===== src/rtl/pe_request_agent.sv =====
// pe_request_agent
// Requester-side agent for one processing element on the shared accumulator
// bus. Partial sums from the element are buffered in a small FIFO. While the
// FIFO holds data the agent raises req toward the round-robin arbiter. On
// grant it streams a bounded burst of up to MAX_BURST words. It then releases
// req for at least one cycle so that the arbiter can rotate priority.
//
// Ports:
//   clk        - single clock, all state updates on posedge
//   rst_n      - asynchronous active-low reset
//   in_valid   - element offers in_data this cycle
//   in_data    - partial-sum word from the element
//   in_ready   - FIFO can accept a word (occupancy below FIFO_DEPTH)
//   req        - registered request to the arbiter
//   grant      - this agent's grant bit from the arbiter
//   bus_valid  - bus_data is being transferred this cycle
//   bus_data   - FIFO head word (meaningless while bus_valid is low)
//   fifo_count - current FIFO occupancy
module pe_request_agent #(
    parameter int DATA_WIDTH = 32,
    parameter int FIFO_DEPTH = 4,
    parameter int MAX_BURST  = 4
) (
    input  logic                          clk,
    input  logic                          rst_n,
    input  logic                          in_valid,
    input  logic [DATA_WIDTH-1:0]         in_data,
    output logic                          in_ready,
    output logic                          req,
    input  logic                          grant,
    output logic                          bus_valid,
    output logic [DATA_WIDTH-1:0]         bus_data,
    output logic [$clog2(FIFO_DEPTH):0]   fifo_count
);

    localparam int PW = $clog2(FIFO_DEPTH);
    localparam int CW = PW + 1;
    localparam int BW = $clog2(MAX_BURST) + 1;

    typedef enum logic [1:0] {
        ST_IDLE = 2'd0,
        ST_REQ  = 2'd1,
        ST_XFER = 2'd2,
        ST_REL  = 2'd3
    } state_t;

    logic [DATA_WIDTH-1:0] mem_q [FIFO_DEPTH];
    logic [PW-1:0]         wr_ptr_q, wr_ptr_d;
    logic [PW-1:0]         rd_ptr_q, rd_ptr_d;
    logic [CW-1:0]         count_q, count_d;
    state_t                state_q, state_d;
    logic                  req_q, req_d;
    logic [BW-1:0]         burst_len_q, burst_len_d;
    logic [BW-1:0]         beat_q, beat_d;
    logic                  push_s;
    logic                  pop_s;

    // A full FIFO refuses a push even when it pops in the same cycle.
    assign in_ready   = (count_q != CW'(FIFO_DEPTH));
    // Transfer only while in XFER and the arbiter still grants us.
    assign bus_valid  = (state_q == ST_XFER) & grant;
    assign push_s     = in_valid & in_ready;
    assign pop_s      = bus_valid;
    assign bus_data   = mem_q[rd_ptr_q];
    assign fifo_count = count_q;
    assign req        = req_q;

    // FIFO pointer and occupancy next-state; power-of-two depth wraps naturally.
    always_comb begin
        wr_ptr_d = wr_ptr_q;
        rd_ptr_d = rd_ptr_q;
        count_d  = count_q;
        if (push_s) begin
            wr_ptr_d = wr_ptr_q + PW'(1);
        end else begin
            wr_ptr_d = wr_ptr_q;
        end
        if (pop_s) begin
            rd_ptr_d = rd_ptr_q + PW'(1);
        end else begin
            rd_ptr_d = rd_ptr_q;
        end
        case ({push_s, pop_s})
            2'b10:   count_d = count_q + CW'(1);
            2'b01:   count_d = count_q - CW'(1);
            default: count_d = count_q;
        endcase
    end

    // Request FSM next-state, burst length latch and beat counter.
    always_comb begin
        state_d     = state_q;
        burst_len_d = burst_len_q;
        beat_d      = beat_q;
        case (state_q)
            ST_IDLE: begin
                if (count_q != CW'(0)) begin
                    state_d = ST_REQ;
                end else begin
                    state_d = ST_IDLE;
                end
            end
            ST_REQ: begin
                if (grant) begin
                    // Only words present now belong to this burst.
                    state_d = ST_XFER;
                    beat_d  = BW'(0);
                    if (count_q > CW'(MAX_BURST)) begin
                        burst_len_d = BW'(MAX_BURST);
                    end else begin
                        burst_len_d = BW'(count_q);
                    end
                end else begin
                    state_d = ST_REQ;
                end
            end
            ST_XFER: begin
                if (grant) begin
                    beat_d = beat_q + BW'(1);
                    if ((beat_q + BW'(1)) == burst_len_q) begin
                        state_d = ST_REL;
                    end else begin
                        state_d = ST_XFER;
                    end
                end else begin
                    // Arbiter withdrew: keep asking, remaining words stay queued.
                    state_d = ST_REQ;
                end
            end
            ST_REL: begin
                if (!grant) begin
                    state_d = ST_IDLE;
                end else begin
                    state_d = ST_REL;
                end
            end
            default: begin
                state_d = ST_IDLE;
            end
        endcase
        req_d = (state_d == ST_REQ) || (state_d == ST_XFER);
    end

    // Control and pointer registers with asynchronous reset.
    always_ff @(posedge clk or negedge rst_n) begin
        if (!rst_n) begin
            wr_ptr_q    <= PW'(0);
            rd_ptr_q    <= PW'(0);
            count_q     <= CW'(0);
            state_q     <= ST_IDLE;
            req_q       <= 1'b0;
            burst_len_q <= BW'(0);
            beat_q      <= BW'(0);
        end else begin
            wr_ptr_q    <= wr_ptr_d;
            rd_ptr_q    <= rd_ptr_d;
            count_q     <= count_d;
            state_q     <= state_d;
            req_q       <= req_d;
            burst_len_q <= burst_len_d;
            beat_q      <= beat_d;
        end
    end

    // FIFO storage; contents need no reset because count gates every read.
    always_ff @(posedge clk) begin
        if (push_s) begin
            mem_q[wr_ptr_q] <= in_data;
        end
    end

endmodule

===== config.mk =====
export PLATFORM = sky130hd
export DESIGN_NAME = pe_request_agent
export DESIGN_NICKNAME = d
export VERILOG_FILES = /design/src/rtl/pe_request_agent.sv
export SDC_FILE = /design/constraint.sdc
export NUM_CORES = 1
export LEC_CHECK = 0
export CAP_MARGIN = 15
export CORE_ASPECT_RATIO = 0.5
export CORE_MARGIN = 1.5
export CORE_UTILIZATION = 55
export CTS_BUF_LIST = sky130_fd_sc_hd__clkbuf_4 sky130_fd_sc_hd__clkbuf_8
export DETAILED_ROUTE_END_ITERATION = 16
export GPL_ROUTABILITY_DRIVEN = 0
export PLACE_DENSITY = 0.8
export RECOVER_POWER = 100
export SYNTH_ARGS = -nofsm -noshare
export SYNTH_HDL_FRONTEND = slang
export SYNTH_SLANG_ARGS = --single-unit

===== constraint.sdc =====
create_clock -name clk -period 2.6 [get_ports clk]
set_clock_uncertainty 0.05 [all_clocks]
set_input_delay 0.39 -clock clk [delete_from_list [all_inputs] [get_ports clk]]
set_output_delay 0.39 -clock clk [all_outputs]
set_load 0.05 [all_outputs]

# Yosys cells after proc, flatten, opt, wreduce, memory -nomap -nowiden
# Memories as Yosys holds them, arrays and structs flattened.
# Index checks and enable logic that the tools add are counted.
# word_totals
regBits	16
mem_bits_rw	128
input_bits	36
out_inout_bits	38
word_cells	47
mem_count	1
# op_classes
addsub	5
magnitude_cmp	1
n_eq_ne	11
mux	13
bitwise	2
n_reduce_logical	7
# mem_list
memory	words	width	rd	rd_clocked_by_memory_dff	wr	line_no	source
mem_q	4	32	1	0	1	47	logic [DATA_WIDTH-1:0] mem_q [FIFO_DEPTH];
# ops
op	n
$pmux 3 s2	2
$mux 3	3
$eq 2x2->1 const B	4
$pmux 2 s4	1
$add 3x1->3 const B	2
$eq 2x1->1 const B	3
$mux 2	3
$add 2x1->2 const B	2
$mux 1	4
$ne 2x2->1 const B	2
$reduce_bool 2->1	2
$eq 3x3->1	1
$gt 3x3->1 const B	1
$ne 3x3->1 const B	1
$reduce_and 3->1	1
$reduce_bool 3->1	1
$sub 3x1->3 const B	1
$and 1x1->1	2
$logic_not 2->1	1
$reduce_and 2->1	1
$logic_or 1x1->1	1

# Longest topological paths before layout
# depth
depth_word	7
mapped_depth	10
depth_no_buf	10

# Least setup slack after synthesis
# OpenSTA, ideal clock, no wires.
# synth_timing
path_kind	reg2reg
startpoint	reg count_q[2], in the netlist fifo_count[2]
endpoint	reg count_q[2], in the netlist fifo_count[2]
setup_time_ns	0.148
arrival_ns	2.644
t_required_ns	2.402
setup_slack_ns	-0.242
path_stages_with_launch	10
path_buffers	0
synth_period_minus_slack_ns	2.842
cell_sequence	dfrtp_1 -> nand3_1 -> and2_1 -> inv_1 -> ha_1 -> inv_1 -> fa_1 -> xor2_1 -> nor2_1 -> xor2_1
# synth_between
elab_chain_cells	4
word_cells_on_any_way	8
classes_between	2 x add/sub; 3 x eq/ne; 1 x mux; 1 x bitwise; 1 x reduce/logical
# synth_rtl
element	line_no	source
start: declaration	50	logic [CW-1:0] count_q, count_d;
start signal: assignment	157	count_q <= count_d;
$ne 3x3->1 (*)	59	assign in_ready = (count_q != CW'(FIFO_DEPTH));
via in_ready	28	output logic in_ready,
$and 1x1->1 (*)	62	assign push_s = in_valid & in_ready;
$eq 2x1->1 / $eq 2x2->1 (equally long branches)	83	case ({push_s, pop_s})
$pmux 3 s2 / $reduce_bool 2->1 (equally long branches)	-	
# Mark *: on every way through the listed nets, which the timed path passes. The rest lies on a longest branch.
# A chain may end at the register's enable or synchronous reset.

# Worst setup path after layout
# layout_timing
startpoint	reg count_q[0], in the netlist fifo_count[0]
endpoint	out in_ready
# layout_between
elab_chain_cells	1
# layout_rtl
element	line_no
$ne 3x3->1	59
end: declaration	28
# Every way passes these cells.

==> results.cfg <==
[critical_path]
r2r_cells = 4
critPathRequiredTime_ns = 2.16
timing.rr.start = wr_ptr_q[0]
start_kind = flip-flop
end_kind = primary output
regToRegSetupSlack_ns = 0.22
reg2reg_to = mem_q[2][5]
cp.arrival_ns = 1.99
crit_path_start = fifo_count[0]
critPathKind = flip-flop to primary output
crit_path_end = in_ready
critPathMaxFanout = 7

[cts]
numCtsBuffers = 17
cts.sinks = 144
htreeDepth = 4
root_buffer = clkbuf_8
clkLatencyLatePin_ns = 0.43
postCtsHoldBufs = 0
clk_path_buf_depth = 2
tritoncts = done
clkTransAtPathRegs_ns = 0.07
cts_resized = 0
cts_setup_buffers = 0

[yosys]
syn_area_mm2 = 0.00547
yosys.area.top_type = edfxtp_1
seq_area_frac_synth_pct = 77.6
yosys.cell_types.count = 27
synth-main-ff-cell = edfxtp_1
ys_ff_latch = 144
synth_area_per_cell_um2 = 21.8
synth_edf_count = 128
synthesis.nets = 294
ys.warnings.count = 0
synth_cells = 251
yosysMostFrequentCell = edfxtp_1
synth.area.top_cells = edfxtp_1 70%, mux4_2 13%, dfrtp_1 7.3%
synth_top_area_share_pct = 70.3
synthTopCellsByCount = 128 x edfxtp_1, 32 x mux4_2, 16 x dfrtp_1, 9 x inv_1, 7 x xnor2_1
async_flop_share_pct = 11.1

[sta]
fin_setup_tns_ns = 0
max_clock_freq_ghz = 0.412
tightest_slew_ns = 0.873
finalMaxSlewViolations = 0
slew_headroom_pct = 41.8
hold_viol_final = 0
rsz0062_at_grt = no
setup_viol = 0
finalCritPeriodShare_pct = 93.3
min_period_ns = 2.43

[detailed_routing]
wire_per_inst_um = 19.7
drt_iter0_markers = 155
ant_nets = 0
drtPass1Iterations = 4
vias_per_cell = 5.45
drc = 0
vias = 2682
drt_wl_total_mm = 9.68

[global_routing]
grt_pass1_wl_mm = 15.0
grt_max_degree = 21
grt_use_total_pct = 20.5
grtUsageMet1_pct = 24.3
busiest_layer = met2
grt_pass1_vias = 2923
antenna_found_initial = 0
grt_use_met2_pct = 34.7
overflow = 0
grt_use_met3_pct = 6.71

[die]
die_w_um = 144
die-area_mm2 = 0.0106
fp.coreArea_mm2 = 0.00954
fp-row-count = 25
start_util_pct = 57.3
io_pins = 74
die_h_um = 73.5

[layout]
final_area_mm2 = 0.00672
diodes = 0
drive_above_1_share_pct = 30.5
fillers = 564
area_growth_pct = 22.9
final_nets = 387

[job]
drv_cap = 0

[worst_hold_path]
min_path_type = input port to asynchronous set/reset pin

[pwr]
power.leakage_nw = 2.37
power_density_mw_per_mm2 = 1270
power_mw = 8.53
ir_drop_v = 0.000670

[placed_design]
post-dp-hpwl_mm = 6.50
postPlaceCellArea_mm2 = 0.00679
portBuffers = 73

[outcome]
status = finished, final reports clean
## through the flow
step                      instances  util [%]  hold WS [ns]  worst slack [ns]
after detailed placement        460      71.1         0.458             0.114
after CTS                       492      75.2         0.334             0.136
after floorplan                 251         -        0.0444            0.0198
after global routing            492      70.5         0.439            0.0512
after global placement          460      71.1         0.451             0.247
final                           492      70.5         0.405             0.173
## layout make-up
| type | instances | area, um^2 | area share [%] |
|---|---|---|---|
| inverter | 9 | 33.8 | 0.503 |
| sequential | 144 | 4250 | 63.2 |
| clock inverter | 11 | 115 | 1.71 |
| timing repair buffer | 83 | 734 | 10.9 |
| clock buffer | 21 | 277 | 4.11 |
| multi-input combinational | 89 | 1150 | 17.1 |
| tap | 135 | 169 | 2.51 |
## routing by layer
metal / up-vias / wire length, um
met1: 1405 / 3940
met4: 0 / 151
met5: - / 0
li1: 1197 / -
met3: 13 / 429
met2: 67 / 5160
## critical path, cell delays in order, from the launching register on
cell           delay, ns
dfrtp_1             0.40
inv_1               0.11
nand3_2             0.14
dlygate4sd3_1       0.90
## state kept, by name, indices dropped and copies added (netlist names)
register,count
state_q,2
rd_ptr_q,2
fifo_count,3
wr_ptr_q,2
mem_q,128
req,1
beat_q,3
burst_len_q,3
## where the power goes
| part | internal [mW] | switching (mW) |
|---|---|---|
| sequential | 3.08 | 0.196 |
| clock | 0.916 | 0.794 |
| combinational | 1.25 | 2.30 |
| total | 5.25 | 3.29 |
## worst min-delay path by stage
stage                         startpoint              to  slack, ns  cells after the start
after floorplan                    rst_n       beat_q[0]       0.04                      0
after global placement         beat_q[1]       beat_q[1]       0.45                      2
after detailed placement  burst_len_q[1]  burst_len_q[1]       0.46                      2
after CTS                          rst_n     wr_ptr_q[1]       0.33                      1
after global routing               rst_n  burst_len_q[2]       0.44                      1
final                              rst_n     wr_ptr_q[1]       0.41                      1
## layout by cell type, fill, tap and decap left out, types with 3 or more instances in the layout
| cell type | synthesis | layout |
|---|---|---|
| clkbuf_4 | 0 | 15 |
| mux4_2 | 32 | 32 |
| buf_4 | 2 | 11 |
| clkbuf_8 | 0 | 19 |
| buf_12 | 0 | 4 |
| nor3_1 | 3 | 3 |
| nand3_1 | 4 | 3 |
| o21ai_0 | 6 | 6 |
| clkinv_2 | 0 | 6 |
| ha_1 | 6 | 6 |
| and3_1 | 4 | 4 |
| nand2_1 | 6 | 6 |
| xnor2_1 | 7 | 7 |
| clkbuf_2 | 0 | 14 |
| xor2_1 | 5 | 5 |
| edfxtp_1 | 128 | 128 |
| dlygate4sd3_1 | 0 | 38 |
| inv_1 | 9 | 9 |
| dfrtp_1 | 16 | 15 |
## kinds of logic after synthesis
kind of cell	count (synthesis)	synth area share, %
xor gates and xnor gates	12	1.92
buffers and inverters	18	1.49
AOI/OAI and AO/OA	12	1.33
DFF	144	77.6
adders and majority gates	7	1.74
and+or+nand+nor	23	2.15
muxes	35	13.8
Power figures use the tool's default switching activity.
